--- config.mk ---
export PLATFORM = sky130hd
export DESIGN_NAME = wall_scan_reader_flat
export DESIGN_NICKNAME = d
export VERILOG_FILES = /design/src/rtl/wall_scan_reader_if.sv /design/src/rtl/wall_scan_reader.sv /design/src/flat_wrapper.sv
export SDC_FILE = /design/constraint.sdc
export NUM_CORES = 1
export LEC_CHECK = 0
export ABC_AREA = 0
export CAP_MARGIN = 20
export CORE_UTILIZATION = 47
export CTS_BUF_LIST = sky130_fd_sc_hd__clkbuf_8
export CTS_CLUSTER_SIZE = 20
export DETAILED_ROUTE_END_ITERATION = 10
export PLACE_DENSITY = 0.83
export SLEW_MARGIN = 25
export SYNTH_ARGS = -nofsm -noshare
export SYNTH_HDL_FRONTEND = slang
export SYNTH_SLANG_ARGS = --single-unit
--- constraint.sdc ---
create_clock -name system_clk -period 2.7 [get_ports system_clk]
set_clock_uncertainty 0.2 [all_clocks]
set_input_delay 0.54 -clock system_clk [delete_from_list [all_inputs] [get_ports system_clk]]
set_output_delay 0.54 -clock system_clk [all_outputs]
set_load 0.01 [all_outputs]
--- src/rtl/wall_scan_reader_if.sv ---
// Request/result bundle between the wall scan reader and its client.
// The client drives the master side; the reader is the slave.
interface wall_scan_reader_if #(
  parameter int NUM_WALLS = 25,
  parameter int IDX_W     = 5
);
  logic                       start;
  logic [3:0]                 query_x;
  logic [3:0]                 query_y;
  logic [NUM_WALLS-1:0][7:0]  wall_locations;
  logic [3:0]                 xmax;
  logic [3:0]                 xmin;
  logic [3:0]                 ymax;
  logic [3:0]                 ymin;
  logic                       busy;
  logic                       done;
  logic                       hit;
  logic                       hit_border;
  logic [IDX_W-1:0]           hit_index;

  modport master (
    output start,
    output query_x,
    output query_y,
    output wall_locations,
    output xmax,
    output xmin,
    output ymax,
    output ymin,
    input  busy,
    input  done,
    input  hit,
    input  hit_border,
    input  hit_index
  );

  modport slave (
    input  start,
    input  query_x,
    input  query_y,
    input  wall_locations,
    input  xmax,
    input  xmin,
    input  ymax,
    input  ymin,
    output busy,
    output done,
    output hit,
    output hit_border,
    output hit_index
  );
endinterface

--- src/rtl/wall_scan_reader.sv ---
// Time-multiplexed wall hit test: snapshots the wall list, walks one entry per clock.
// Optional arena border check enabled by defining WALL_SCAN_BORDER_EN.
module wall_scan_reader #(
  parameter int NUM_WALLS = 25,
  parameter int IDX_W     = 5
) (
  input  logic             system_clk,
  input  logic             nrst,
  wall_scan_reader_if.slave bus
);

  typedef enum logic [1:0] {
    S_IDLE,
    S_SCAN,
    S_DONE
  } state_t;

  localparam logic [IDX_W-1:0] LAST = IDX_W'(NUM_WALLS - 1);
  localparam logic [IDX_W-1:0] ONES = '1;

  state_t                    r_state;
  state_t                    w_next;
  logic [IDX_W-1:0]          r_idx;
  logic [3:0]                r_qx;
  logic [3:0]                r_qy;
  logic [NUM_WALLS-1:0][7:0] r_snap;
  logic                      r_hit;
  logic [IDX_W-1:0]          r_hit_index;

  logic [7:0]                w_entry;
  logic                      w_match;
  logic                      w_last;
  logic                      w_border;
  logic                      w_accept;
  logic                      w_hit_ent;
  logic                      w_hit_bdr;
  logic                      w_inc;

  assign w_entry = r_snap[r_idx];
  // 8'h00 marks an unused slot; (0,0) is never a list wall.
  assign w_match = (w_entry != 8'h00) &&
                   (w_entry == {r_qx, r_qy});
  assign w_last  = (r_idx == LAST);

  always_ff @(posedge system_clk or negedge nrst) begin
    if (!nrst) begin
      r_state <= S_IDLE;
    end else begin
      r_state <= w_next;
    end
  end

  always_comb begin
    w_next    = r_state;
    w_accept  = 1'b0;
    w_hit_ent = 1'b0;
    w_hit_bdr = 1'b0;
    w_inc     = 1'b0;
    unique case (r_state)
      S_IDLE: begin
        if (bus.start) begin
          w_accept = 1'b1;
          w_next   = S_SCAN;
        end
      end
      S_SCAN: begin
        if (w_border) begin
          w_hit_bdr = 1'b1;
          w_next    = S_DONE;
        end else if (w_match) begin
          w_hit_ent = 1'b1;
          w_next    = S_DONE;
        end else if (w_last) begin
          w_next = S_DONE;
        end else begin
          w_inc = 1'b1;
        end
      end
      S_DONE: begin
        w_next = S_IDLE;
      end
      default: begin
        w_next = S_IDLE;
      end
    endcase
  end

  always_ff @(posedge system_clk or negedge nrst) begin
    if (!nrst) begin
      r_idx  <= '0;
      r_qx   <= '0;
      r_qy   <= '0;
      r_snap <= '0;
    end else if (w_accept) begin
      r_idx  <= '0;
      r_qx   <= bus.query_x;
      r_qy   <= bus.query_y;
      r_snap <= bus.wall_locations;
    end else if (w_inc) begin
      r_idx <= r_idx + 1'b1;
    end
  end

  // Results persist from DONE until the next accepted request.
  always_ff @(posedge system_clk or negedge nrst) begin
    if (!nrst) begin
      r_hit       <= 1'b0;
      r_hit_index <= ONES;
    end else if (w_accept) begin
      r_hit       <= 1'b0;
      r_hit_index <= ONES;
    end else if (w_hit_ent) begin
      r_hit       <= 1'b1;
      r_hit_index <= r_idx;
    end else if (w_hit_bdr) begin
      r_hit       <= 1'b1;
      r_hit_index <= ONES;
    end
  end

`ifdef WALL_SCAN_BORDER_EN
  logic [3:0] r_xmax;
  logic [3:0] r_xmin;
  logic [3:0] r_ymax;
  logic [3:0] r_ymin;
  logic       r_hit_border;

  always_ff @(posedge system_clk or negedge nrst) begin
    if (!nrst) begin
      r_xmax <= '0;
      r_xmin <= '0;
      r_ymax <= '0;
      r_ymin <= '0;
    end else if (w_accept) begin
      r_xmax <= bus.xmax;
      r_xmin <= bus.xmin;
      r_ymax <= bus.ymax;
      r_ymin <= bus.ymin;
    end
  end

  // Border is judged once, in the first scan cycle, ahead of entry 0.
  assign w_border = (r_idx == '0) &&
                    ((r_qx >= r_xmax) ||
                     (r_qy >= r_ymax) ||
                     (r_qx <= r_xmin) ||
                     (r_qy <= r_ymin));

  always_ff @(posedge system_clk or negedge nrst) begin
    if (!nrst) begin
      r_hit_border <= 1'b0;
    end else if (w_accept) begin
      r_hit_border <= 1'b0;
    end else if (w_hit_bdr) begin
      r_hit_border <= 1'b1;
    end
  end

  assign bus.hit_border = r_hit_border;
`else
  assign w_border       = 1'b0;
  assign bus.hit_border = 1'b0;
`endif

  assign bus.busy      = (r_state != S_IDLE);
  assign bus.done      = (r_state == S_DONE);
  assign bus.hit       = r_hit;
  assign bus.hit_index = r_hit_index;

endmodule

--- src/flat_wrapper.sv ---
// flat-port wrapper written by rule: the top's interface ports become plain ports
module wall_scan_reader_flat 
#(
  parameter int NUM_WALLS = 25,
  parameter int IDX_W     = 5
)
  (system_clk, nrst, bus_start, bus_query_x, bus_query_y, bus_wall_locations, bus_xmax, bus_xmin, bus_ymax, bus_ymin, bus_busy, bus_done, bus_hit, bus_hit_border, bus_hit_index);
  wall_scan_reader_if #(.NUM_WALLS(NUM_WALLS), .IDX_W(IDX_W)) bus_i ();
  input  logic system_clk;
  input  logic nrst;
  input wire logic [$bits(bus_i.start)-1:0] bus_start;
  input wire logic [$bits(bus_i.query_x)-1:0] bus_query_x;
  input wire logic [$bits(bus_i.query_y)-1:0] bus_query_y;
  input wire logic [$bits(bus_i.wall_locations)-1:0] bus_wall_locations;
  input wire logic [$bits(bus_i.xmax)-1:0] bus_xmax;
  input wire logic [$bits(bus_i.xmin)-1:0] bus_xmin;
  input wire logic [$bits(bus_i.ymax)-1:0] bus_ymax;
  input wire logic [$bits(bus_i.ymin)-1:0] bus_ymin;
  output wire logic [$bits(bus_i.busy)-1:0] bus_busy;
  output wire logic [$bits(bus_i.done)-1:0] bus_done;
  output wire logic [$bits(bus_i.hit)-1:0] bus_hit;
  output wire logic [$bits(bus_i.hit_border)-1:0] bus_hit_border;
  output wire logic [$bits(bus_i.hit_index)-1:0] bus_hit_index;
  assign bus_i.start = bus_start;
  assign bus_i.query_x = bus_query_x;
  assign bus_i.query_y = bus_query_y;
  assign bus_i.wall_locations = bus_wall_locations;
  assign bus_i.xmax = bus_xmax;
  assign bus_i.xmin = bus_xmin;
  assign bus_i.ymax = bus_ymax;
  assign bus_i.ymin = bus_ymin;
  assign bus_busy = bus_i.busy;
  assign bus_done = bus_i.done;
  assign bus_hit = bus_i.hit;
  assign bus_hit_border = bus_i.hit_border;
  assign bus_hit_index = bus_i.hit_index;
  wall_scan_reader #(.NUM_WALLS(NUM_WALLS), .IDX_W(IDX_W)) u_core (.system_clk(system_clk), .nrst(nrst), .bus(bus_i));
endmodule
-- Yosys cells after proc, flatten, opt, wreduce, memory -nomap -nowiden
Index checks and enable logic that the tools add are counted.
Widths: inputs -> output; s select.
- logic and storage cells: 65
- bits of input ports: 227
- register bits: 221
- output and inout bits: 9
- $lt $le $gt $ge: 1
- reduce and logical (&&, ||, !) cells: 7
- equality and inequality tests: 6
- multiplexer cells: 19
- $add $sub $neg: 1
- operators with widths (kind ; count):
    $bmux 8 s5 ; 1
    $mux 5 ; 4
    $mux 1 ; 9
    $eq 8x8->1 ; 1
    $mux 8 ; 1
    $reduce_bool 8->1 ; 1
    $lt 5x6->1 const B ; 1
    $mux 2 ; 3
    $reduce_bool 2->1 ; 3
    $add 5x1->5 const B ; 1
    $eq 5x5->1 const B ; 1
    $pmux 2 s2 ; 1
    $ne 3x1->1 const B ; 1
    $eq 2x1->1 const B ; 1
    $eq 2x2->1 const B ; 1
    $logic_not 2->1 ; 1
    $ne 2x2->1 const B ; 1
    $reduce_and 2->1 ; 1
    $logic_and 1x1->1 ; 1

-- Depth between registers and ports, before layout
- depth after elaboration: 8
- gate-level depth with buffers: 13
- depth with buffers taken out: 9

-- Least setup slack after synthesis
OpenSTA, ideal clock, no wires.
- kind: register to register
- start: register u_core.r_idx[1]
- end: register u_core.r_idx[0]
- buffers on the path: 3
- library setup time: 0.065 ns
- arrival time: 2.685 ns
- data required time: 2.435 ns
- period minus slack after synthesis: 2.950 ns
- slack: -0.250 ns
- cell stages (with the launch flop): 13
- cells stage by stage: dfrtp_1 > buf_6 > buf_6 > mux4_2 > mux2_2 > o22ai_1 > a21oi_1 > xnor2_1 > nand4_1 > or4_1 > buf_2 > a211o_1 > nand2_1
- word-level cells in the longest chain between the ends: 7
- elaborated cells on any way between the ends: 10
- classes of those cells: eq/ne: 2; mux: 5; reduce/logical: 3
- RTL lines (what ; RTL line ; text):
    start, declared ; wall_scan_reader.sv:23 ; logic [IDX_W-1:0] r_idx;
    start signal, assigned ; wall_scan_reader.sv:100 ; r_idx <= r_idx + 1'b1;
    $bmux 8 s5 ; wall_scan_reader.sv:39 ; assign w_entry = r_snap[r_idx];
    $mux 8 (implied by the code) ; wall_scan_reader.sv:39 ;
    $eq 8x8->1 / $reduce_bool 8->1 (equally long branches) ; wall_scan_reader.sv:42, wall_scan_reader.sv:41 ;
    $logic_and 1x1->1 ; wall_scan_reader.sv:41 ; assign w_match = (w_entry != 8'h00) &&
    $mux 1 (*) ; wall_scan_reader.sv:70 ; end else if (w_match) begin
    $mux 1 (*) ; wall_scan_reader.sv:59 ; unique case (r_state)
    $reduce_bool 2->1 (no line) (*) ; -- ;
Mark *: on every way between the ends. The rest lies on a longest branch, timed or not. The select of a mux whose other input is x is not followed.
A chain may end at the register's enable or synchronous reset.

-- Worst setup path in the final report
- start: register u_core.r_idx[1]
- end: register u_core.r_idx[1]
- word-level cells in the longest chain between the ends: 7
- elaborated cells on any way between the ends: 13
- classes of those cells: add/sub: 1; eq/ne: 2; mux: 7; reduce/logical: 3
- RTL lines (what ; RTL line):
    $bmux 8 s5 ; wall_scan_reader.sv:39
    $mux 8 (implied by the code) ; wall_scan_reader.sv:39
    $eq 8x8->1 / $reduce_bool 8->1 (equally long branches) ; wall_scan_reader.sv:42, wall_scan_reader.sv:41
    $logic_and 1x1->1 ; wall_scan_reader.sv:41
    $mux 1 ; wall_scan_reader.sv:70
    $mux 1 ; wall_scan_reader.sv:59
    $reduce_bool 2->1 (no line) ; --
Several ways; a longest one is shown, not always the timed one. The select of a mux whose other input is x is not followed.

==> impl_metrics.ini <==
[placement]
hpwl_um = 20600
gp_congestion = 0.913
numPortBuffers = 218
place_area_um2 = 13100

[setup_path]
cp-endpoint = u_core.r_idx[1]$_DFFE_PN0P_
critPathCaptureType = flop
worst_ep_arrival_time_ns = 3.45
critical_path_class = flop to flop
crit_path_start = u_core.r_idx[1]$_DFFE_PN0P_
cp_cell_sequence = clkbuf_16 > mux4_2 > mux2_2 > o22ai_1 > a21oi_2 > xnor2_1 > nand4_1 > or4_4 > a211o_1 > nand2_1
slowest_stage = dfrtp_4
r2r_cells = 10
r2r_slack_ns = -0.49
required_ns = 2.96
worstPathMaxFanout = 8
critPathMaxStageDelay_ns = 0.52
rr_startpoint = u_core.r_idx[1]$_DFFE_PN0P_
r2r_end = u_core.r_idx[1]$_DFFE_PN0P_
crit_path_start_kind = flop

[global_route]
track_usage_pct = 27.1
grt_pass1_wl_um = 46400
grt_pass1_vias = 8857
grt-ovfl-total = 0
antenna_found_initial = 0
grt_max_degree = 88

[synth]
synth.avg_cell_area_um2 = 9.10
synth-edff-count = 0
ys_ff_latch = 221
yosys_most_used_dff = dfrtp_1
synth_fp_nets = 1350
yosysUniqueCellTypes = 45
synth_area_um2 = 10200
ys_async_sr_fraction_pct = 100
synth_warnings = 0
ys_seq_area_share_pct = 54.3
syn_inst = 1121

[clock_network]
clk_path_buf_depth = 3
cts_tree = built
cts_inserted_buffers = 37
h-tree-depth = 2
path_clk_slew_ns = 0.06
clock-sinks = 221
clk_latency_ns = 0.53
clockRootBuffer = clkbuf_8

[run_status]
violations = negative setup slack
status = finished, violations left

[floorplan]
die_height_um = 149
rows = 53
core_um2 = 21200
die_w_um = 149
ios = 236
initial_core_util_pct = 48.2
die-area_um2 = 22300

[final_layout]
drive_gt1_share_pct = 14.0
stdcell_area_um2 = 14100
diodes = 0
mostFrequentLayoutCells = nand2_1 (636), clkdlybuf4s50_1 (217), dfrtp_1 (213)
final_common_cell = nand2_1
fillers = 1592
nNetsFinal = 1615
syn_to_final_growth_pct = 38.2

[detailed_routing]
drc = 0
detail-route-antenna-nets = 0
vias_per_cell = 5.25
routed_wl_um = 29400
drtPass1Iterations = 5
first_iter_violations = 672
wl_per_cell_um = 17.4
vias = 8862

[sta]
fin_ws_ns = -0.493
relSlewSlack_pct = 65.6
timing.final.crit_period_ns = 3.19
post-route-period-util_pct = 118
hold_viol_final = 0
final.setup.tns_ns = -5.19
setup_viol = 13
rsz0062_at_grt = true
final_max_slew_viol_count = 0
worstMarginPinSlew_ns = 0.514
fmax_mhz = 313

[run]
max_cap_violations = 0

[pwr]
power_density_nw_per_um2 = 1140
leakage_uw = 0.00703
ir_drop_mv = 0.559

[worst_hold_path]
hold_class = flop to flop
hold_path.startpoint = u_core.r_snap[149]$_DFFE_PN0P_
-- per-layer routing --
metal / up-vias / global-route usage, % / wire, µm
met5: - / 0 / 0
met4: 0 / 10.5 / 961
met3: 74 / 5.38 / 2450
met2: 409 / 41.7 / 13500
met1: 4245 / 38.0 / 12400
li1: 4134 / - / -
-- stage by stage --
stage	power, µW	hold WS [ns]	utilization (%)	cells	worst slack (ns)
5_1_grt	17100	0.294	66.7	1689	-0.581
2_1_floorplan	9910	0.0444	-	1121	-0.241
6_report	16100	0.271	66.7	1689	-0.493
3_3_place_gp	12300	0.253	61.9	1613	-0.604
4_1_cts	15800	0.274	66.0	1683	-0.430
3_5_place_dp	12500	0.259	61.9	1613	-0.660
-- power by group --
| part | switching (µW) | total [µW] | internal, µW |
|---|---|---|---|
| clock network | 1350 | 3040 | 1690 |
| logic | 3690 | 7120 | 3420 |
| registers | 1020 | 5910 | 4890 |
-- cells in the mapped netlist (all sizes together), types with 3 or more instances --
master / n / area (µm²)
buf: 23 / 158
dfrtp: 216 / 5410
a221oi: 4 / 35.0
xnor2: 3 / 26.3
nor2: 16 / 62.6
mux4: 31 / 698
clkbuf: 45 / 169
nor2b: 5 / 31.3
o22ai: 3 / 18.8
o21ai: 7 / 35.0
mux2: 5 / 56.3
a22oi: 7 / 52.6
dfstp: 5 / 131
a21oi: 13 / 68.8
xor2: 5 / 43.8
o221ai: 4 / 35.0
mux2i: 46 / 460
nand2: 639 / 2400
nand3: 8 / 40.0
o211ai: 4 / 30.0
nand4: 3 / 18.8
inv: 5 / 18.8
a22o: 3 / 26.3
-- flip-flops by register name, summed over array words and instances (netlist names) --
signal	count
u_core.bus.hit	1
u_core.bus.hit_index	5
u_core.r_idx	5
u_core.r_qx	4
u_core.r_qy	4
u_core.r_snap	200
u_core.r_state	2
-- cells by family (layout without fill, tap and decap cells) --
group / Yosys count / in the layout / share of synthesized area [%]
fa+ha+maj: 2 / 2 / 0.245
compound gates: 52 / 52 / 3.56
buf+inv: 74 / 367 / 3.42
mux: 82 / 82 / 11.9
simple gates: 681 / 681 / 25.9
other cells: 1 / 1 / 0.0368
xor+xnor: 8 / 8 / 0.687
flops: 221 / 221 / 54.3
-- cell type report --
| type | count | area [µm²] | area share, % |
|---|---|---|---|
| Clock buffer | 48 | 661 | 4.69 |
| Tap cell | 275 | 344 | 2.44 |
| Clock inverter | 19 | 105 | 0.745 |
| Sequential cell | 221 | 5540 | 39.3 |
| Timing Repair Buffer | 294 | 3010 | 21.4 |
| Multi-Input combinational cell | 826 | 4410 | 31.3 |
| Inverter | 6 | 22.5 | 0.160 |
-- repair_timing --
item / 4_1_cts / 5_1_grt
setup buffers: 1 / 4
endpoints found under the setup margin: 13 / 13
hold buffers: 1 / 0
gates cloned: 1 / 2
pin swaps: 0 / 3
resized for setup: 8 / 12
endpoints found under the hold margin: 53 / 0
-- critical path: cells and delay by family, from the launching register on --
family / cells / cell delay (ns)
compound gates: 3 / 0.54
xor+xnor: 1 / 0.14
buf+inv: 1 / 0.20
flops: 1 / 0.52
mux: 2 / 0.79
simple gates: 3 / 0.73
-- worst min-delay path by stage --
stage	to	slack, ns	depth (start not counted)
floorplan	u_core.bus.hit$_DFFE_PN0P_	0.04	0
global placement	u_core.r_snap[166]$_DFFE_PN0P_	0.25	2
detailed placement	u_core.r_snap[152]$_DFFE_PN0P_	0.26	2
CTS	u_core.r_snap[61]$_DFFE_PN0P_	0.27	2
global route	u_core.r_snap[50]$_DFFE_PN0P_	0.29	2
finish	u_core.r_snap[149]$_DFFE_PN0P_	0.27	2
No activity file was read; power rests on OpenSTA's default activity.
